<file path="src/rtl/fhn_pkg.sv">
// Shared definitions for the FHN spike encoder: widths, Q4.12 helpers,
// the spike detector state type and the event record layout.
package fhn_pkg;

  localparam int DATA_W     = 16;
  localparam int FRC_BITS   = 12;
  localparam int ISI_W      = 16;
  localparam int FIFO_DEPTH = 8;

  // Q4.12 scaling helpers (1.0 and 0.5)
  localparam int ONE  = 1 << FRC_BITS;
  localparam int HALF = 1 << (FRC_BITS - 1);

  typedef enum logic [1:0] {
    BELOW  = 2'd0,
    ABOVE  = 2'd1,
    REFRAC = 2'd2
  } spike_state_t;

  typedef struct packed {
    logic              first;
    logic [ISI_W-1:0]  isi;
    logic [DATA_W-1:0] vpeak;
  } spike_evt_t;

endpackage

</file>
<file path="src/rtl/spike_evt_fifo.sv">
// Synchronous event FIFO with a registered head. The head register keeps its
// last contents when the FIFO drains, so a consumer can still read the most
// recent event after evt_valid drops.
module spike_evt_fifo #(
  parameter int WIDTH = 33,
  parameter int DEPTH = 8,
  localparam int PTR_W = $clog2(DEPTH),
  localparam int LVL_W = $clog2(DEPTH) + 1
) (
  input  logic             clk,
  input  logic             rst_n,
  input  logic             push,
  input  logic [WIDTH-1:0] din,
  input  logic             pop,
  output logic [WIDTH-1:0] dout,
  output logic             full,
  output logic             empty,
  output logic [LVL_W-1:0] level
);

  logic [WIDTH-1:0] mem [DEPTH];
  logic [PTR_W-1:0] rd_ptr;
  logic [PTR_W-1:0] wr_ptr;
  logic [PTR_W-1:0] rd_nxt;
  logic [LVL_W-1:0] count;
  logic             do_pop;
  logic             do_push;

  assign full    = (count == LVL_W'(DEPTH));
  assign empty   = (count == '0);
  assign level   = count;
  assign rd_nxt  = rd_ptr + PTR_W'(1);
  assign do_pop  = pop & ~empty;
  assign do_push = push & (~full | do_pop);

  // Storage array; a full FIFO may overwrite the slot being popped this cycle
  always_ff @(posedge clk) begin
    if (do_push) mem[wr_ptr] <= din;
  end

  // Pointers, occupancy and the registered head that follows the next entry
  always_ff @(posedge clk or negedge rst_n) begin
    if (!rst_n) begin
      rd_ptr <= '0;
      wr_ptr <= '0;
      count  <= '0;
      dout   <= '0;
    end else begin
      if (do_push) wr_ptr <= wr_ptr + PTR_W'(1);
      if (do_pop)  rd_ptr <= rd_nxt;
      if (do_push && !do_pop)      count <= count + LVL_W'(1);
      else if (do_pop && !do_push) count <= count - LVL_W'(1);
      if (do_push && (empty || (do_pop && count == LVL_W'(1))))
        dout <= din;
      else if (do_pop && count >= LVL_W'(2))
        dout <= mem[rd_nxt];
    end
  end

endmodule

</file>
<file path="src/rtl/fhn_spike_encoder.sv">
// Spike encoder: samples the membrane voltage, detects hysteretic threshold
// crossings, measures inter-spike interval and peak, and queues one event per
// spike in a small FIFO with a valid/ready output.
module fhn_spike_encoder #(
  parameter int DATA_W     = fhn_pkg::DATA_W,
  parameter int ISI_W      = fhn_pkg::ISI_W,
  parameter int FIFO_DEPTH = fhn_pkg::FIFO_DEPTH
) (
  input  logic                          clk,
  input  logic                          rst_n,
  input  logic                          en,
  input  logic [DATA_W-1:0]             v_in,
  input  logic [DATA_W-1:0]             th_hi,
  input  logic [DATA_W-1:0]             th_lo,
  input  logic [7:0]                    refrac_cycles,
  output logic                          spike_pulse,
  output logic                          evt_valid,
  input  logic                          evt_ready,
  output logic                          evt_first,
  output logic [ISI_W-1:0]              evt_isi,
  output logic [DATA_W-1:0]             evt_vpeak,
  output logic [31:0]                   spike_count,
  output logic [15:0]                   drop_count,
  output logic [$clog2(FIFO_DEPTH):0]   fifo_level
);
  import fhn_pkg::*;

  localparam int EVT_W = 1 + ISI_W + DATA_W;
  localparam logic [ISI_W-1:0] ISI_MAX = '1;

  spike_state_t             state;
  spike_state_t             state_nxt;
  logic signed [DATA_W-1:0] v_q;
  logic signed [DATA_W-1:0] peak;
  logic signed [DATA_W-1:0] th_hi_s;
  logic signed [DATA_W-1:0] th_lo_s;
  logic signed [DATA_W-1:0] th_lo_eff;
  logic [ISI_W-1:0]         isi_cnt;
  logic [ISI_W-1:0]         isi_inc;
  logic [ISI_W-1:0]         isi_lat;
  logic [7:0]               refrac_cnt;
  logic                     first_flag;
  logic                     onset;
  logic                     release_evt;
  logic                     pop;
  logic                     drop;
  logic                     fifo_full;
  logic                     fifo_empty;
  logic [EVT_W-1:0]         push_data;
  logic [EVT_W-1:0]         head_data;

  assign th_hi_s   = $signed(th_hi);
  assign th_lo_s   = $signed(th_lo);
  // A release threshold above the onset threshold collapses onto it
  assign th_lo_eff = (th_lo_s < th_hi_s) ? th_lo_s : th_hi_s;
  // The reported ISI includes the onset cycle itself, so onsets N enabled
  // cycles apart report N
  assign isi_inc   = (isi_cnt == ISI_MAX) ? isi_cnt : isi_cnt + ISI_W'(1);

  // Input sample register; all detection works on this registered copy
  always_ff @(posedge clk or negedge rst_n) begin
    if (!rst_n) v_q <= '0;
    else if (en) v_q <= $signed(v_in);
  end

  // Detector state register
  always_ff @(posedge clk or negedge rst_n) begin
    if (!rst_n) state <= BELOW;
    else        state <= state_nxt;
  end

  // Next-state decode plus the onset/release strobes; frozen while en is low
  always_comb begin
    state_nxt   = state;
    onset       = 1'b0;
    release_evt = 1'b0;
    if (en) begin
      case (state)
        BELOW: begin
          if (v_q >= th_hi_s) begin
            state_nxt = ABOVE;
            onset     = 1'b1;
          end
        end
        ABOVE: begin
          if (v_q < th_lo_eff) begin
            state_nxt   = REFRAC;
            release_evt = 1'b1;
          end
        end
        REFRAC: begin
          if (refrac_cnt <= 8'd1) state_nxt = BELOW;
        end
        default: state_nxt = BELOW;
      endcase
    end
  end

  // ISI, peak, refractory and spike counters driven by the strobes above
  always_ff @(posedge clk or negedge rst_n) begin
    if (!rst_n) begin
      isi_cnt     <= '0;
      isi_lat     <= '0;
      peak        <= '0;
      refrac_cnt  <= '0;
      first_flag  <= 1'b1;
      spike_pulse <= 1'b0;
      spike_count <= '0;
    end else begin
      spike_pulse <= onset;
      if (en) begin
        isi_cnt <= onset ? '0 : isi_inc;
        if (onset) begin
          isi_lat     <= isi_inc;
          peak        <= v_q;
          spike_count <= spike_count + 32'd1;
        end else if (state == ABOVE && v_q > peak) begin
          peak <= v_q;
        end
        if (release_evt) begin
          first_flag <= 1'b0;
          refrac_cnt <= (refrac_cycles == 8'd0) ? 8'd1 : refrac_cycles;
        end else if (state == REFRAC && refrac_cnt != 8'd0) begin
          refrac_cnt <= refrac_cnt - 8'd1;
        end
      end
    end
  end

  assign push_data = {first_flag, isi_lat, peak};
  assign evt_valid = ~fifo_empty;
  assign pop       = evt_valid & evt_ready;
  assign drop      = release_evt & fifo_full & ~pop;

  // Saturating count of events lost to a full FIFO
  always_ff @(posedge clk or negedge rst_n) begin
    if (!rst_n) drop_count <= '0;
    else if (drop && drop_count != 16'hFFFF) drop_count <= drop_count + 16'd1;
  end

  spike_evt_fifo #(
    .WIDTH (EVT_W),
    .DEPTH (FIFO_DEPTH)
  ) u_fifo (
    .clk   (clk),
    .rst_n (rst_n),
    .push  (release_evt),
    .din   (push_data),
    .pop   (pop),
    .dout  (head_data),
    .full  (fifo_full),
    .empty (fifo_empty),
    .level (fifo_level)
  );

  assign evt_first = head_data[EVT_W-1];
  assign evt_isi   = head_data[DATA_W +: ISI_W];
  assign evt_vpeak = head_data[DATA_W-1:0];

endmodule
</file>
<file path="config.mk">
export PLATFORM = sky130hd
export DESIGN_NAME = fhn_spike_encoder
export DESIGN_NICKNAME = d
export VERILOG_FILES = /design/src/rtl/fhn_pkg.sv /design/src/rtl/spike_evt_fifo.sv /design/src/rtl/fhn_spike_encoder.sv
export SDC_FILE = /design/constraint.sdc
export NUM_CORES = 1
export LEC_CHECK = 0
export ABC_AREA = 1
export BUFFER_PORTS_ARGS = -buffer_cell sky130_fd_sc_hd__buf_2
export CAP_MARGIN = 25
export CORE_ASPECT_RATIO = 0.5
export CORE_MARGIN = 3
export CORE_UTILIZATION = 60
export CTS_CLUSTER_SIZE = 20
export DETAILED_ROUTE_END_ITERATION = 7
export PLACE_DENSITY = 0.77
export SYNTH_ARGS = -nofsm -noshare
export SYNTH_HDL_FRONTEND = slang
export SYNTH_SLANG_ARGS = --single-unit
</file>
<file path="constraint.sdc">
create_clock -name clk -period 9.4 [get_ports clk]
set_input_delay 0.94 -clock clk [delete_from_list [all_inputs] [get_ports clk]]
set_output_delay 0.94 -clock clk [all_outputs]
set_load 0.01 [all_outputs]
</file>
## Word-level counts from Yosys, hierarchy flattened

Memory sizes are Yosys's and may differ from the RTL's.
Index checks and enable logic that the tools add are counted.

- Bits in registers: 167
- Bits in writable memories: 264
- Bits of input ports: 60
- Word-level logic and storage cells: 95
- Memories kept: 1

Memories:

| memory | depth | width | read ports | clocked after memory_dff | wr ports | RTL line | RTL |
|---|---|---|---|---|---|---|---|
| u_fifo.mem | 8 | 33 | 1 | 0 | 1 | spike_evt_fifo.sv:21 | `logic [WIDTH-1:0] mem [DEPTH];` |

- Add/subtract/negate cells: 8
- Order comparisons: 6
- Eq/ne operators: 9
- Multiplexer cells: 24
- Bitwise logic cells: 9
- Reductions and logical operators: 24

Operators by type and width:

| kind | count |
|---|---|
| $mux 16 | 5 |
| $mux 33 | 2 |
| $add 16x1->16 const B | 2 |
| $add 32x1->32 const B | 1 |
| $lt 16x16->1 | 2 |
| $mux 8 | 3 |
| $eq 16x16->1 const B | 1 |
| $ge 16x16->1 | 1 |
| $gt 16x16->1 | 1 |
| $ne 16x16->1 const B | 1 |
| $le 8x1->1 const B | 1 |
| $logic_and 1x1->1 | 8 |
| $logic_not 8->1 | 1 |
| $mux 1 | 8 |
| $mux 4 | 2 |
| $reduce_and 2->1 | 4 |
| $reduce_bool 2->1 | 4 |
| $reduce_bool 8->1 | 1 |
| $sub 8x1->8 const B | 1 |
| $add 3x1->3 const B | 2 |
| $mux 2 | 3 |
| $ne 2x2->1 const B | 3 |
| $pmux 2 s3 | 1 |
| $and 1x1->1 | 5 |
| 14 further kinds | 17 |

## Logic depth before layout (Yosys ltp)

- Depth in word-level cells: 11
- Gate-level depth with buffers: 35
- Depth with buffers taken out: 33

## By module

From an unflattened synthesis, not the netlist that was laid out.

- Cell total of the unflattened synthesis: 2320
- Area, all modules: 21032.7 µm²

Modules (own cells, without submodules):

| module | times used | cells an instance | area each (µm²) | seq. area each (µm²) |
|---|---|---|---|---|
| spike_evt_fifo | 1 | 1356 | 13429.1 | 9003.6 |
| fhn_spike_encoder | 1 | 964 | 7603.5 | 3104.2 |

## Worst setup path after synthesis

No wires, ideal clock.

- Path kind: input-to-reg
- Start point: in th_hi[15]
- End point: mem u_fifo.mem[0][0] (enable)
- Setup time: 0.464 ns
- Arrival time: 5.920 ns
- Required time: 8.936 ns
- Path slack: 3.016 ns
- Stages on the path: 25
- Buffers on the path: 2
- Cells stage by stage: inv_1 ha_1 nand2_1 inv_2 o21ai_1 nand2_1 nor2_2 nand3_1 nand2_1 clkbuf_1 nand2_1 o21ai_0 ha_1 a21oi_1 o21ai_0 nand4_1 nand3_1 nor2_1 nand3_4 nand2_2 nand2_2 nor2_4 buf_6 nand2_2 nor3_1

- Word-level cells in the longest chain between the ends: 9

RTL lines:

| what | RTL line | RTL |
|---|---|---|
| start: declaration | fhn_spike_encoder.sv:13 | `input logic [DATA_W-1:0] th_hi,` |
| $lt 16x16->1 | fhn_spike_encoder.sv:55 | `assign th_lo_eff = (th_lo_s < th_hi_s) ? th_lo_s : th_hi_s;` |
| $mux 16 (*) | fhn_spike_encoder.sv:55 |  |
| $lt 16x16->1 (*) | fhn_spike_encoder.sv:86 | `if (v_q < th_lo_eff) begin` |
| $mux 1 (*) | fhn_spike_encoder.sv:86 |  |
| $mux 1 (*) | fhn_spike_encoder.sv:78 | `case (state)` |
| $mux 1 (*) | fhn_spike_encoder.sv:77 | `if (en) begin` |
| $and 1x1->1 (*) | spike_evt_fifo.sv:34 | `assign do_push = push & (~full \| do_pop);` |
| $mux 1 (*) | spike_evt_fifo.sv:38 | `if (do_push) mem[wr_ptr] <= din;` |
| $mux 1 (implied by the code) (*) | spike_evt_fifo.sv:38 |  |
| end: declaration | spike_evt_fifo.sv:21 |  |

Mark *: on every way between the ends. The rest lies on a longest branch, timed or not.

## Worst setup path after layout

- Start point: in th_hi[5]
- End point: mem u_fifo.mem[3][1] (enable)

Same word-level chain as after synthesis.

==> metrics.yaml <==
logic_synthesis:
  synth_xor_area_share_pct: 2.65
  yosysUniqueCellTypes: 47
  synth_compound_area_share_pct: 10.1
  yosysWarnings: 0
  synth_edf_count: 264
  synth.avg_cell_area_um2: 10.0
  synthesis.nets: 2149
  synth-async-reset-ratio_pct: 38.7
  synth_top_family_by_area: "simple AND/OR/NAND/NOR gates"
  synth_ff_type: "edfxtp_1"
  synth_fa_ha_area_share_pct: 4.59
  muxShareOfSynthArea_pct: 0
  syn_area_um2: 20200
  syn_inst: 2015
  synth-simple-area-share_pct: 18.0
  synth-seq-area-share_pct: 60.0
  synth.ff_latch_count: 431
layout:
  area_delta_synth_final_pct: 12.2
  stdcell_area_um2: 22600
  fin_cells: 2595
  fillers: 2369
  drive_gt1_share_pct: 12.3
  final_nets: 2266
power_and_ir_drop:
  ir_worst_vdd_v: 0.000269
  p_leak_nw: 9.30
  power_w: 0.00671
  power-per-cell-area_nw_per_um2: 297
global_routing:
  grtUsageTotal_pct: 27.8
  gr-total-overflow: 0
  grt_max_degree: 94
  antenna_found_initial: 1
  grt_pass1_vias: 14900
  grt_pass1_wl_um: 78900
floorplanning:
  fp.dieW_um: 265
  start_util_pct: 62.3
  die_h_um: 136
  dieArea_um2: 36000
  coreArea_um2: 32400
  num_rows: 46
  ios: 147
sta:
  period_share_pct: 67.4
  tns_ns: 0
  tightest_slew_ns: 0.908
  maxSlewHeadroom_pct: 39.3
  min_period_ns: 6.34
  whs_ns: 0.461
  skew_ns: 0.0315
  hold_viol_final: 0
  fmax_mhz: 158
  maxSlewViolCount: 0
  finalSetupViolCount: 0
  rsz0062_at_grt: "no"
placement:
  place_area_um2: 21400
  dp_hpwl_um: 30700
  numPortBuffers: 146
  dp_cells: 2523
  place.gp.congestion: 0.927
cts:
  clk_latency_ns: 0.56
  cts_buffers: 38
  clockRootBuffer: "clkbuf_16"
  cts_hold_buf: 0
  cts_tree: "yes"
  cts_sinks: 431
  clk_pin_slew_worst_paths_ns: 0.06
  postCtsSetupBuffers: 0
  cts_buffer_depth: 3
  ctsResizeCount: 0
  htreeDepth: 2
worst_setup_path:
  critical-path-top-delay-family: "simple AND/OR/NAND/NOR gates"
  worst_setup_path_start_kind: "input port"
  crit_fanout: 38
  cp.buffers_inverters: 5
  crit_top_cell: "nand2_1"
  path_class: "in2reg"
  r2r_setup_slack_ns: 5.10
  cp-end-kind: "flop"
  rr_worst_depth: 14
  cpMaxStageDelayCell: "nor2_4"
  reg2reg_to: "u_fifo.mem[3][1]"
  crit_path_max_incr_delay_ns: 0.80
  cp.required_ns: 9.62
  r2r-start: "v_q[9]"
  cp.arrival_ns: 6.55
routing:
  dr.pass1.iters: 7
  dr.first_iter.drc_count: 1779
  vias: 15300
  drt-total-wl_um: 49600
  wl_per_cell_um: 19.1
  viasPerCell: 5.90
  postRouteAntennaNets: 0
  drcViolationCount: 0
flow_run:
  drv_cap: 0
outcome:
  status: "complete, no violations"
hold_path:
  hold_class: "in2async"
[where the power goes]
group | total, W | internal [W] | switching, W
Sequential | 0.00285 | 0.00243 | 0.000417
Clock | 0.00157 | 0.000863 | 0.000703
Combinational | 0.00230 | 0.000769 | 0.00153
Total | 0.00671 | 0.00406 | 0.00265
[kinds of logic (layout without fill, tap and decap cells)]
logic type      after synthesis  count (layout)
compound gates              352             352
simple gates                858             858
flops                       431             431
xor+xnor                     61              61
fa+ha+maj                    74              74
other cells                   0               1
buf+inv                     239             386
[worst max path at each step]
stage                         to  slack, ns      start  cells after the start
2_1_floorplan   u_fifo.mem[0][0]       3.02  th_hi[15]                     25
3_3_place_gp    u_fifo.mem[3][5]       2.85   th_hi[5]                     25
3_5_place_dp   u_fifo.mem[3][31]       2.60   th_hi[5]                     26
4_1_cts        u_fifo.mem[3][27]       3.15   th_hi[5]                     26
5_1_grt        u_fifo.mem[1][27]       2.63   th_hi[5]                     26
6_report        u_fifo.mem[3][1]       3.06   th_hi[5]                     26
[through the flow]
step	worst slack [ns]	util, %
after floorplan	3.02	-
final	3.06	69.9
after global placement	2.85	65.7
after global routing	2.63	69.9
after CTS	3.15	69.8
after detailed placement	2.60	66.0
[flip-flops by register name, summed over array words and instances (netlist names)]
| name | cells |
|---|---|
| u_fifo.dout | 33 |
| v_q | 16 |
| isi_cnt | 16 |
| spike_count | 32 |
| first_flag | 1 |
| isi_lat | 16 |
| state | 2 |
| peak | 16 |
| spike_pulse | 1 |
| u_fifo.mem | 264 |
| drop_count | 16 |
| u_fifo.level | 4 |
| refrac_cnt | 8 |
| u_fifo.wr_ptr | 3 |
| u_fifo.rd_ptr | 3 |
[layout make-up]
| cell class | instances | area [um^2] | area share (%) |
|---|---|---|---|
| Multi-Input combinational cell | 1345 | 7220 | 31.9 |
| Clock buffer | 55 | 1080 | 4.75 |
| Tap cell | 432 | 541 | 2.39 |
| Sequential cell | 431 | 12100 | 53.5 |
| Inverter | 147 | 553 | 2.44 |
| Timing Repair Buffer | 169 | 987 | 4.36 |
| Antenna cell | 1 | 2.50 | 0.0111 |
| Clock inverter | 15 | 153 | 0.674 |
[synthesized netlist by cell type (3+ instances only)]
| master | instances | share of area, % |
|---|---|---|
| nand2_1 | 373 | 6.9 |
| edfxtp_1 | 264 | 39 |
| nor2_1 | 263 | 4.9 |
| o21ai_0 | 204 | 5.1 |
| dfrtp_1 | 166 | 21 |
| inv_1 | 144 | 2.7 |
| nand3_1 | 131 | 3.2 |
| clkbuf_1 | 74 | 1.4 |
| ha_1 | 74 | 4.6 |
| xor2_1 | 42 | 1.8 |
| o221ai_1 | 36 | 1.6 |
| a31oi_1 | 33 | 1.0 |
| nor3_1 | 31 | 0.77 |
| a21oi_1 | 30 | 0.74 |
| nand4_1 | 22 | 0.68 |
| xnor2_1 | 19 | 0.82 |
| o22ai_1 | 17 | 0.53 |
| o21ai_1 | 16 | 0.40 |
| nor4_1 | 14 | 0.43 |
| buf_4 | 6 | 0.22 |
| nand2_2 | 6 | 0.19 |
| o211ai_1 | 5 | 0.19 |
| buf_1 | 4 | 0.074 |
| buf_2 | 4 | 0.099 |
| buf_6 | 4 | 0.22 |
| nor2_2 | 4 | 0.12 |
| inv_2 | 3 | 0.056 |
[cells in the final DEF, fill, tap and decap left out, drive strengths merged, types with 5 or more instances in the layout]
master,instances
a21oi,32
a31oi,33
buf,169
clkbuf,55
clkinv,9
dfrtp,166
edfxtp,264
ha,74
inv,149
nand2,379
nand3,133
nand4,23
nor2,269
nor3,33
nor4,15
o211ai,5
o21ai,220
o221ai,36
o22ai,17
xnor2,19
xor2,42
[metal layers]
| layer | global-route usage, % | vias up | routed length (um) |
|---|---|---|---|
| met1 | 40.4 | 7361 | 21500 |
| li1 | - | 7209 | - |
| met2 | 43.1 | 659 | 22800 |
| met5 | 0 | - | 11 |
| met4 | 7.00 | 2 | 838 |
| met3 | 6.01 | 76 | 4510 |
(Power assumes the default switching activity.)
